### src/rtl/encoder8x3_drain.sv
// Sequential 8-to-3 encoder: captures a request vector and emits the index of each set bit,
// lowest first, one per output handshake. Define ENC8_COUNT_EN to add the out_count popcount port.
module encoder8x3_drain (
   input  logic       clk,
   input  logic       rst_n,
   input  logic       in_valid,
   output logic       in_ready,
   input  logic [7:0] in_vec,
   output logic       out_valid,
   input  logic       out_ready,
   output logic [2:0] out_code,
   output logic       out_last,
   output logic       busy
`ifdef ENC8_COUNT_EN
   ,
   output logic [3:0] out_count
`endif
);

   typedef enum logic [0:0] {
      ST_IDLE  = 1'b0,
      ST_DRAIN = 1'b1
   } state_t;

   state_t     state_r;
   state_t     state_next_s;
   logic [7:0] pend_r;

   function automatic logic [2:0] lowest_index(input logic [7:0] v);
      logic [2:0] idx;
      casez (v)
         8'b???????1: idx = 3'd0;
         8'b??????10: idx = 3'd1;
         8'b?????100: idx = 3'd2;
         8'b????1000: idx = 3'd3;
         8'b???10000: idx = 3'd4;
         8'b??100000: idx = 3'd5;
         8'b?1000000: idx = 3'd6;
         8'b10000000: idx = 3'd7;
         default:     idx = 3'd0;
      endcase
      return idx;
   endfunction

   function automatic logic is_single_bit(input logic [7:0] v);
      return (v != 8'd0) && ((v & (v - 8'd1)) == 8'd0);
   endfunction

`ifdef ENC8_COUNT_EN
   function automatic logic [3:0] popcount8(input logic [7:0] v);
      logic [3:0] cnt;
      cnt = 4'd0;
      for (int i = 0; i < 8; i++) begin
         cnt = cnt + {3'd0, v[i]};
      end
      return cnt;
   endfunction
`endif

   // State register
   always_ff @(posedge clk or negedge rst_n) begin
      if (!rst_n) begin
         state_r <= ST_IDLE;
      end else begin
         state_r <= state_next_s;
      end
   end

   // Next-state logic; a zero vector is accepted and dropped without leaving IDLE
   always_comb begin
      state_next_s = state_r;
      case (state_r)
         ST_IDLE: begin
            if (in_valid && (in_vec != 8'd0)) begin
               state_next_s = ST_DRAIN;
            end else begin
               state_next_s = ST_IDLE;
            end
         end
         ST_DRAIN: begin
            if (out_ready && is_single_bit(pend_r)) begin
               state_next_s = ST_IDLE;
            end else begin
               state_next_s = ST_DRAIN;
            end
         end
         default: state_next_s = ST_IDLE;
      endcase
   end

   // Output decode from registered state and pending bits only
   always_comb begin
      in_ready  = 1'b0;
      out_valid = 1'b0;
      busy      = 1'b0;
      out_code  = lowest_index(pend_r);
      out_last  = is_single_bit(pend_r);
      case (state_r)
         ST_IDLE: begin
            in_ready = 1'b1;
         end
         ST_DRAIN: begin
            out_valid = 1'b1;
            busy      = 1'b1;
         end
         default: begin
            in_ready = 1'b0;
         end
      endcase
   end

   // Pending-bit register: load on acceptance, clear the lowest set bit on each output handshake
   always_ff @(posedge clk or negedge rst_n) begin
      if (!rst_n) begin
         pend_r <= 8'd0;
      end else begin
         case (state_r)
            ST_IDLE: begin
               if (in_valid && (in_vec != 8'd0)) begin
                  pend_r <= in_vec;
               end else begin
                  pend_r <= pend_r;
               end
            end
            ST_DRAIN: begin
               if (out_ready) begin
                  pend_r <= pend_r & (pend_r - 8'd1);
               end else begin
                  pend_r <= pend_r;
               end
            end
            default: pend_r <= 8'd0;
         endcase
      end
   end

`ifdef ENC8_COUNT_EN
   logic [3:0] count_r;

   // Popcount register: captured on acceptance, held through the drain, cleared on return to IDLE
   always_ff @(posedge clk or negedge rst_n) begin
      if (!rst_n) begin
         count_r <= 4'd0;
      end else begin
         case (state_r)
            ST_IDLE: begin
               if (in_valid && (in_vec != 8'd0)) begin
                  count_r <= popcount8(in_vec);
               end else begin
                  count_r <= 4'd0;
               end
            end
            ST_DRAIN: begin
               if (out_ready && is_single_bit(pend_r)) begin
                  count_r <= 4'd0;
               end else begin
                  count_r <= count_r;
               end
            end
            default: count_r <= 4'd0;
         endcase
      end
   end

   assign out_count = count_r;
`endif

endmodule

### config.mk
export PLATFORM = sky130hd
export DESIGN_NAME = encoder8x3_drain
export DESIGN_NICKNAME = d
export VERILOG_FILES = /design/src/rtl/encoder8x3_drain.sv
export SDC_FILE = /design/constraint.sdc
export NUM_CORES = 1
export LEC_CHECK = 0
export CELL_PAD_IN_SITES_DETAIL_PLACEMENT = 0
export CELL_PAD_IN_SITES_GLOBAL_PLACEMENT = 1
export CORE_MARGIN = 5
export CORE_UTILIZATION = 30
export DETAILED_ROUTE_END_ITERATION = 6
export PLACE_DENSITY = 0.71
export SETUP_SLACK_MARGIN = 0.5
export SLEW_MARGIN = 20
export SYNTH_ARGS = -nofsm -noshare
export SYNTH_HDL_FRONTEND = slang
export SYNTH_SLANG_ARGS = --single-unit
### constraint.sdc
create_clock -name clk -period 2.2 [get_ports clk]
set_input_delay 0.33 -clock clk [delete_from_list [all_inputs] [get_ports clk]]
set_output_delay 0.33 -clock clk [all_outputs]
set_load 0.1 [all_outputs]
==> results.txt, run 1 <==
Delay contributed by the slowest stage of the critical path: 0.54 ns. Input and output buffers added on the ports amount to 18. For this run the aggregate overflow at the end of global routing stands at 0. The final reports fail on negative setup slack. Dividing the detail-routed via count by the number of cells gives 5.00. Traced cell by cell, the critical path runs through or4_4 > xnor2_1 > or4_1 > nand3_2 > and2_4 > buf_12.

The leading cell type by number of instances after synthesis was sky130_fd_sc_hd__nand2_1. The run gives -0.258 ns as the setup TNS. The logs give 597 sq um for the synthesized area and 21.3% for the met2 layer usage reported by global route. The measured slew at the worst slew-check pin was 0.390 ns. Slowest stage cell on the critical path: sky130_fd_sc_hd__or4_4.

The die footprint is 0.00298 sq mm. The flow ran to the end, but the final reports show violations. The final routed wire length divided by cell count is 12.2 microns, and the detailed-router iteration count before antenna repair is 4. The tools report the first-pass GRT wire length as 2.73 mm. The largest total area in the synthesized netlist belongs to sky130_fd_sc_hd__dfrtp_1. Clock latency at the later pin of the worst-skew pair: 0.26 ns.

The main flop type after synthesis is sky130_fd_sc_hd__dfrtp_1. The number of nets in the synthesized netlist is 87. The setup violation total in the final timing report is 1.

The proportion of synthesized flip-flops having asynchronous set or reset is 100%. The logs give 624 for the number of global-route vias before repair and 7 for the DRC marker count from the first detailed-route iteration. Max-cap violations in this run came to 0. The path type of the worst setup path is register to primary output.

The number of cells on the worst reg-to-reg path is 10. Of the cells placed in the final design, the portion with a size suffix greater than 1 is 40.9%. Sorting the synthesized cells by how often they occur yields sky130_fd_sc_hd__nand2_1, sky130_fd_sc_hd__dfrtp_1, sky130_fd_sc_hd__a21oi_1, sky130_fd_sc_hd__o21ai_0, sky130_fd_sc_hd__nor2_1. The data required time of the critical path is 1.87 ns. The floorplan has 16 rows. The layer flagged by global routing as most heavily used is met2. From synthesis to final layout, the design area changed by 80.3%. Static timing analysis puts the maximum clock frequency at 0.407 GHz.

Final weighted congestion in routability-driven placement: 0.804. The worst setup path is captured at a primary output. The longest clock path from root to sink contains 2 buffers.

The worst slew margin relative to its limit is 73.9%, and the remaining design rule violation count is 0. The number of I/O pins came out at 19. After synthesis, the cell types taking the most area are sky130_fd_sc_hd__dfrtp_1, sky130_fd_sc_hd__nand2_1, sky130_fd_sc_hd__a21oi_1, sky130_fd_sc_hd__o21ai_0, sky130_fd_sc_hd__nor2_1. In the global route stage, met1 resource usage came out at 15.2%. Entering global routing, the biggest net connects 13 pins.

The worst min-delay path category was input pin to asynchronous set/reset pin. The initial antenna violation count is 0, and the via count of the routed design is 685. The tools report the number of sinks handled by clock tree synthesis as 9.

The tightest hold path in the finished design has a slack of 0.358 ns. The effective utilization at floorplan was 31.1%; the post-synthesis sequential element count was 9. The final max-slew violation count came out at 0.

In this run the horizontal extent of the chip is 54.6 microns. For the finished layout, the period the worst path requires is 2.46 ns. In this run the critical register-to-register path is captured at state_r$_DFF_PN0_. The post-synthesis area per instance is 7.96 sq um, and the share of the clock period used by the worst path is 112%. The run gives 1 as the maximum level of the CTS H-tree. The synthesized design devotes to its leading area cell type 37.7% of total area.

STA puts the critical path data arrival time at 2.13 ns. Clock-pin slew was measured on the worst setup and hold paths at 0.06 ns. The HPWL reported at the end of detailed placement was 1.25 mm. From bottom edge to top edge, the die measures 54.6 microns. The final-stage net count came out at 123. In this run the standard cell core region covers 0.00192 sq mm. Counting distinct cell types in the post-synthesis netlist gives 29. The startpoint identified for the worst register-to-register timing path is pend_r[1]$_DFFE_PN0P_. The sequential element share of the synthesized area came out at 37.7%.

The total global routing track utilization is 12.9%. In the synthesized netlist, the number of instances is 75. After detailed routing, the total wire length is 1.67 mm. Setup repair after global routing could not meet its margin everywhere. Final core utilization: 56.0%.

The tools report the total CTS buffers as 3. STA classifies the critical path startpoint as a register. The number of antenna repair diodes is 0.

The remaining antenna violation count after routing is 0. For flop-to-flop paths, the worst setup slack is 0.01 ns. Total count of hold-check failures in the final report: 0. Clock tree synthesis selected as its root buffer the cell sky130_fd_sc_hd__clkbuf_4.

Global routing consumed, on the met3 layer, 1.91% of the routing resources. TritonCTS built the clock tree. The run gives -0.258 ns as the worst setup slack after layout. In this run the worst path has a maximum fanout of 2.

The number of synthesized flops with an enable pin works out to 0. The total of warnings raised by yosys was 0; the setup skew after layout was 0.00429 ns.
==> final cells by class <==
cell class,count,area (sq um)
repair buffers,35,363
inverters,4,18.8
well taps,27,33.8
clock inverters,1,5.00
fillers,191,846
multi-input cells,58,404
clock buffers,3,22.5
flip-flops and latches,9,229
==> layout by cell type, fill, tap and decap left out, types with 2 or more instances in the layout <==
master                            count
sky130_fd_sc_hd__nor2_1               5
sky130_fd_sc_hd__o21ai_0              8
sky130_fd_sc_hd__nand2_1             12
sky130_fd_sc_hd__a21oi_1              4
sky130_fd_sc_hd__a22o_1               2
sky130_fd_sc_hd__inv_1                2
sky130_fd_sc_hd__nor4_1               2
sky130_fd_sc_hd__a21oi_4              2
sky130_fd_sc_hd__buf_4               14
sky130_fd_sc_hd__a21oi_2              2
sky130_fd_sc_hd__clkbuf_4             3
sky130_fd_sc_hd__clkdlybuf4s50_1     11
sky130_fd_sc_hd__nor2_4               2
sky130_fd_sc_hd__buf_6                6
sky130_fd_sc_hd__dfrtp_1              8
sky130_fd_sc_hd__buf_12               4
==> per-stage QoR <==
step	setup slack [ns]	instance area [sq um]	std cells
after floorplan	-0.0461	646	75
after global routing	-0.329	1080	137
after CTS	-0.264	1050	136
final	-0.258	1080	137
after global placement	0.0288	937	126
after detailed placement	0.0142	937	126
==> state kept, by name, summed over array words and instances, names as in the netlist <==
register  count
pend_r        8
state_r       1
==> worst max-delay path, delay by kind of cell, from the launching register on <==
kind / cells / cell delay [ns]
XOR/XNOR: 1 / 0.13
buffers and inverters: 1 / 0.16
flip-flops: 1 / 0.37
AND/OR/NAND/NOR: 4 / 1.20
==> routing by layer <==
layer | vias up | routed length (microns)
met5 | - | 0
met3 | 2 | 54
met2 | 15 | 835
met4 | 0 | 28
met1 | 330 | 749
li1 | 338 | -
==> cells by family (layout without fill, tap and decap cells) <==
group           after synthesis  in the layout  synth area share (%)
flops                         9              9                  37.7
compound gates               25             25                  26.4
simple gates                 31             31                  26.8
buf+inv                       8             43                  5.87
fa+ha+maj                     1              1                  1.68
xor+xnor                      1              1                  1.47
==> worst max path at each step <==
stage / startpoint / endpoint / cells past startpoint
final: pend_r[1]$_DFFE_PN0P_ / out_last / 6
after global routing: pend_r[1]$_DFFE_PN0P_ / out_last / 6
after CTS: pend_r[1]$_DFFE_PN0P_ / out_last / 6
after detailed placement: pend_r[1]$_DFFE_PN0P_ / out_last / 6
after global placement: pend_r[1]$_DFFE_PN0P_ / out_last / 6
after floorplan: pend_r[3]$_DFFE_PN0P_ / out_last / 5
==> repair_timing <==
item                       CTS  global route
pin swaps                    3             0
hold buffers                 0             0
setup endpoints to repair    5             8
resized for setup           11             3
setup buffers                6             1
Power of run 1 is not shown: default switching activity piles up to over one toggle a cycle in this logic, so the estimate is an artifact.
==> run 2: changes to the inputs <==
--- a/config.mk
+++ b/config.mk
@@ -7,8 +7,10 @@
 export LEC_CHECK = 0
 export CELL_PAD_IN_SITES_DETAIL_PLACEMENT = 0
 export CELL_PAD_IN_SITES_GLOBAL_PLACEMENT = 1
+export CORE_ASPECT_RATIO = 0.75
 export CORE_MARGIN = 5
 export CORE_UTILIZATION = 30
+export CTS_BUF_LIST = sky130_fd_sc_hd__clkbuf_8
 export DETAILED_ROUTE_END_ITERATION = 6
 export PLACE_DENSITY = 0.71
 export SETUP_SLACK_MARGIN = 0.5
==> results.txt, run 2 (same netlist as run 1, synthesis figures left out) <==
The total count of hold-check failures in the final report is 0, and the final routed wire length divided by cell count is 12.9 microns. The worst hold path belongs to the class input pin to asynchronous set/reset pin. The worst slew margin relative to its limit is 71.6%, and the maximum level of the CTS H-tree is 1. The register with the most flip-flops in the final layout is pend_r.

Setup violations remaining at the end of the flow were counted as 2. The longest clock path from root to sink contains 2 buffers. For the worst setup path, the data required time is 1.87 ns. The run finished, with violations left. The tools report the reg-to-reg critical path endpoint as state_r$_DFF_PN0_. The first global-routing pass estimated 2.88 mm of wire. In this run the remaining antenna-violating nets after routing total 0. The final critical path takes up 111% of the cycle. The number of I/O pins is 19, and the final-stage net count is 124. The run gives 0.00194 sq mm as the core area. The measured slew at the worst slew-check pin is 0.425 ns, and the total CTS buffers is 3. The largest registers in the layout are pend_r x8, state_r x1. The count of input and output buffers is 18, and the maximum fanout along the worst path is 2. The clock drives 9 sinks. The logs give 1.74 mm for the overall routed net length and 30.7% for the effective utilization at floorplan.

Most common library cell in the layout ignoring fill and taps: sky130_fd_sc_hd__buf_4. The worst path in the final design needs a cycle of 2.44 ns, including I/O delays and setup. STA puts the critical path data arrival time at 2.11 ns. The tools report the die footprint as 0.00299 sq mm.

The tools report the flop-to-flop setup slack as 0.16 ns. For the worst flop-to-flop path, the logic depth is 8. The logs give 632 for the number of global-route vias before repair and 14 for the placement row count. Cells with a size suffix above 1 make up 45.0% of the layout. For the number of antenna repair diodes, the log shows 0.

The register with the most flip-flops in the layout has 8 of them. TritonCTS built the clock tree. The die is 48.6 microns tall. For the worst-skew pair, the clock arrives at the later sink with an insertion delay of 0.23 ns. The critical path is of the register to primary output type. The global-route congestion overflow total was 0; the maximum operating frequency was 0.409 GHz.

Timing analysis after detailed placement gives a worst setup slack of 0.00490 ns. The number of buffers inserted by hold repair at cts was 0. Post-detailed-route via-to-cell ratio: 4.97. The detailed-router iteration count before antenna repair is 3, and the growth of design area from synthesis to finish is 85.3%.

The HPWL reported at the end of detailed placement is 1.27 mm, and the final max-slew violation count is 0. The setup skew after layout came out at 0.00216 ns. Clock tree synthesis selected as its root buffer the cell sky130_fd_sc_hd__clkbuf_8.

After the first detailed-routing iteration, the DRC count stood at 2. The post-CTS clock slew at the launch and capture registers of the worst setup and hold paths is 0.04 ns. Global routing used 13.2% of the available tracks across all layers. STA classifies the critical path endpoint as a primary output. The via count of the routed design is 671, and the largest net degree at the start of global routing is 13.

Leaving out fill and tap cells, the most frequent cells in the layout are sky130_fd_sc_hd__buf_4, sky130_fd_sc_hd__nand2_1, sky130_fd_sc_hd__clkdlybuf4s50_1, sky130_fd_sc_hd__o21ai_0, sky130_fd_sc_hd__dfrtp_1. The tools report the remaining design rule violation count as 0. Across all hold checks on the routed design, the worst slack comes to 0.403 ns. From left edge to right edge, the die measures 61.5 microns. The tools report the initial antenna violation count as 0. The final reports fail on negative setup slack. Setup repair after global routing could not meet its margin everywhere.

STA classifies the critical path startpoint as a register. The tools report the worst setup slack after layout as -0.244 ns. Max-cap violations in this run came to 0. The congestion estimate from routability-driven global placement came to 0.793.

Worst reg2reg path startpoint: pend_r[1]$_DFFE_PN0P_.
[run 2: changes by cell type in the layout (fill, tap and decap cells not counted), moves of 2 or more]
cell                       change
sky130_fd_sc_hd__clkbuf_4      -3
sky130_fd_sc_hd__clkbuf_8      +3
sky130_fd_sc_hd__buf_4         +2
sky130_fd_sc_hd__dfrtp_1       -2
sky130_fd_sc_hd__dfrtp_2       +2
sky130_fd_sc_hd__nor2_2        +2
[run 2: final cells by class]
class / count / area (sq um)
inverters: 4 / 18.8
well taps: 24 / 30.0
clock buffers: 3 / 41.3
repair buffers: 36 / 367
fillers: 175 / 838
clock inverters: 1 / 3.75
multi-input cells: 58 / 414
flip-flops and latches: 9 / 231
[run 2: what timing repair did]
| item | CTS | global route |
|---|---|---|
| pin swaps | 3 | 2 |
| endpoints found under the setup margin | 5 | 11 |
| resized for setup | 9 | 9 |
| buffers inserted | 5 | 3 |
| gates cloned | 0 | 0 |
[run 2: metal layers]
layer,vias up,track usage (%),part of all wire (%)
li1,345,-,-
met3,4,3.46,6.1
met5,-,0,0
met4,0,6.36,1.9
met1,303,18.6,48
met2,19,18.3,44
[run 2: worst max path at each step]
stage	start	to	slack, ns	cells after the start
floorplan	pend_r[3]$_DFFE_PN0P_	out_last	-0.05	5
global placement	pend_r[1]$_DFFE_PN0P_	out_last	0.01	6
detailed placement	pend_r[1]$_DFFE_PN0P_	out_last	0.005	6
CTS	pend_r[1]$_DFFE_PN0P_	out_last	-0.25	6
global route	pend_r[1]$_DFFE_PN0P_	out_last	-0.32	6
finish	pend_r[1]$_DFFE_PN0P_	out_last	-0.24	6
[run 2: per-stage QoR]
stage,cell area [sq um],util [%],instances,TNS (ns)
6_report,1110,56.9,135,-0.302
5_1_grt,1110,56.9,135,-0.414
4_1_cts,1040,53.7,132,-0.247
3_5_place_dp,933,48.0,123,0
3_3_place_gp,933,48.0,123,0
2_1_floorplan,646,-,75,-0.0461
[run 2: worst max-delay path, stage by stage (launching register included)]
cell and delay, ns:
sky130_fd_sc_hd__dfrtp_1 0.37, sky130_fd_sc_hd__or4_4 0.55, sky130_fd_sc_hd__xnor2_1 0.13, sky130_fd_sc_hd__or4_1 0.41, sky130_fd_sc_hd__nand3_2 0.11, sky130_fd_sc_hd__and2_4 0.15, sky130_fd_sc_hd__buf_12 0.16
Power of run 2 is left out for the same reason.
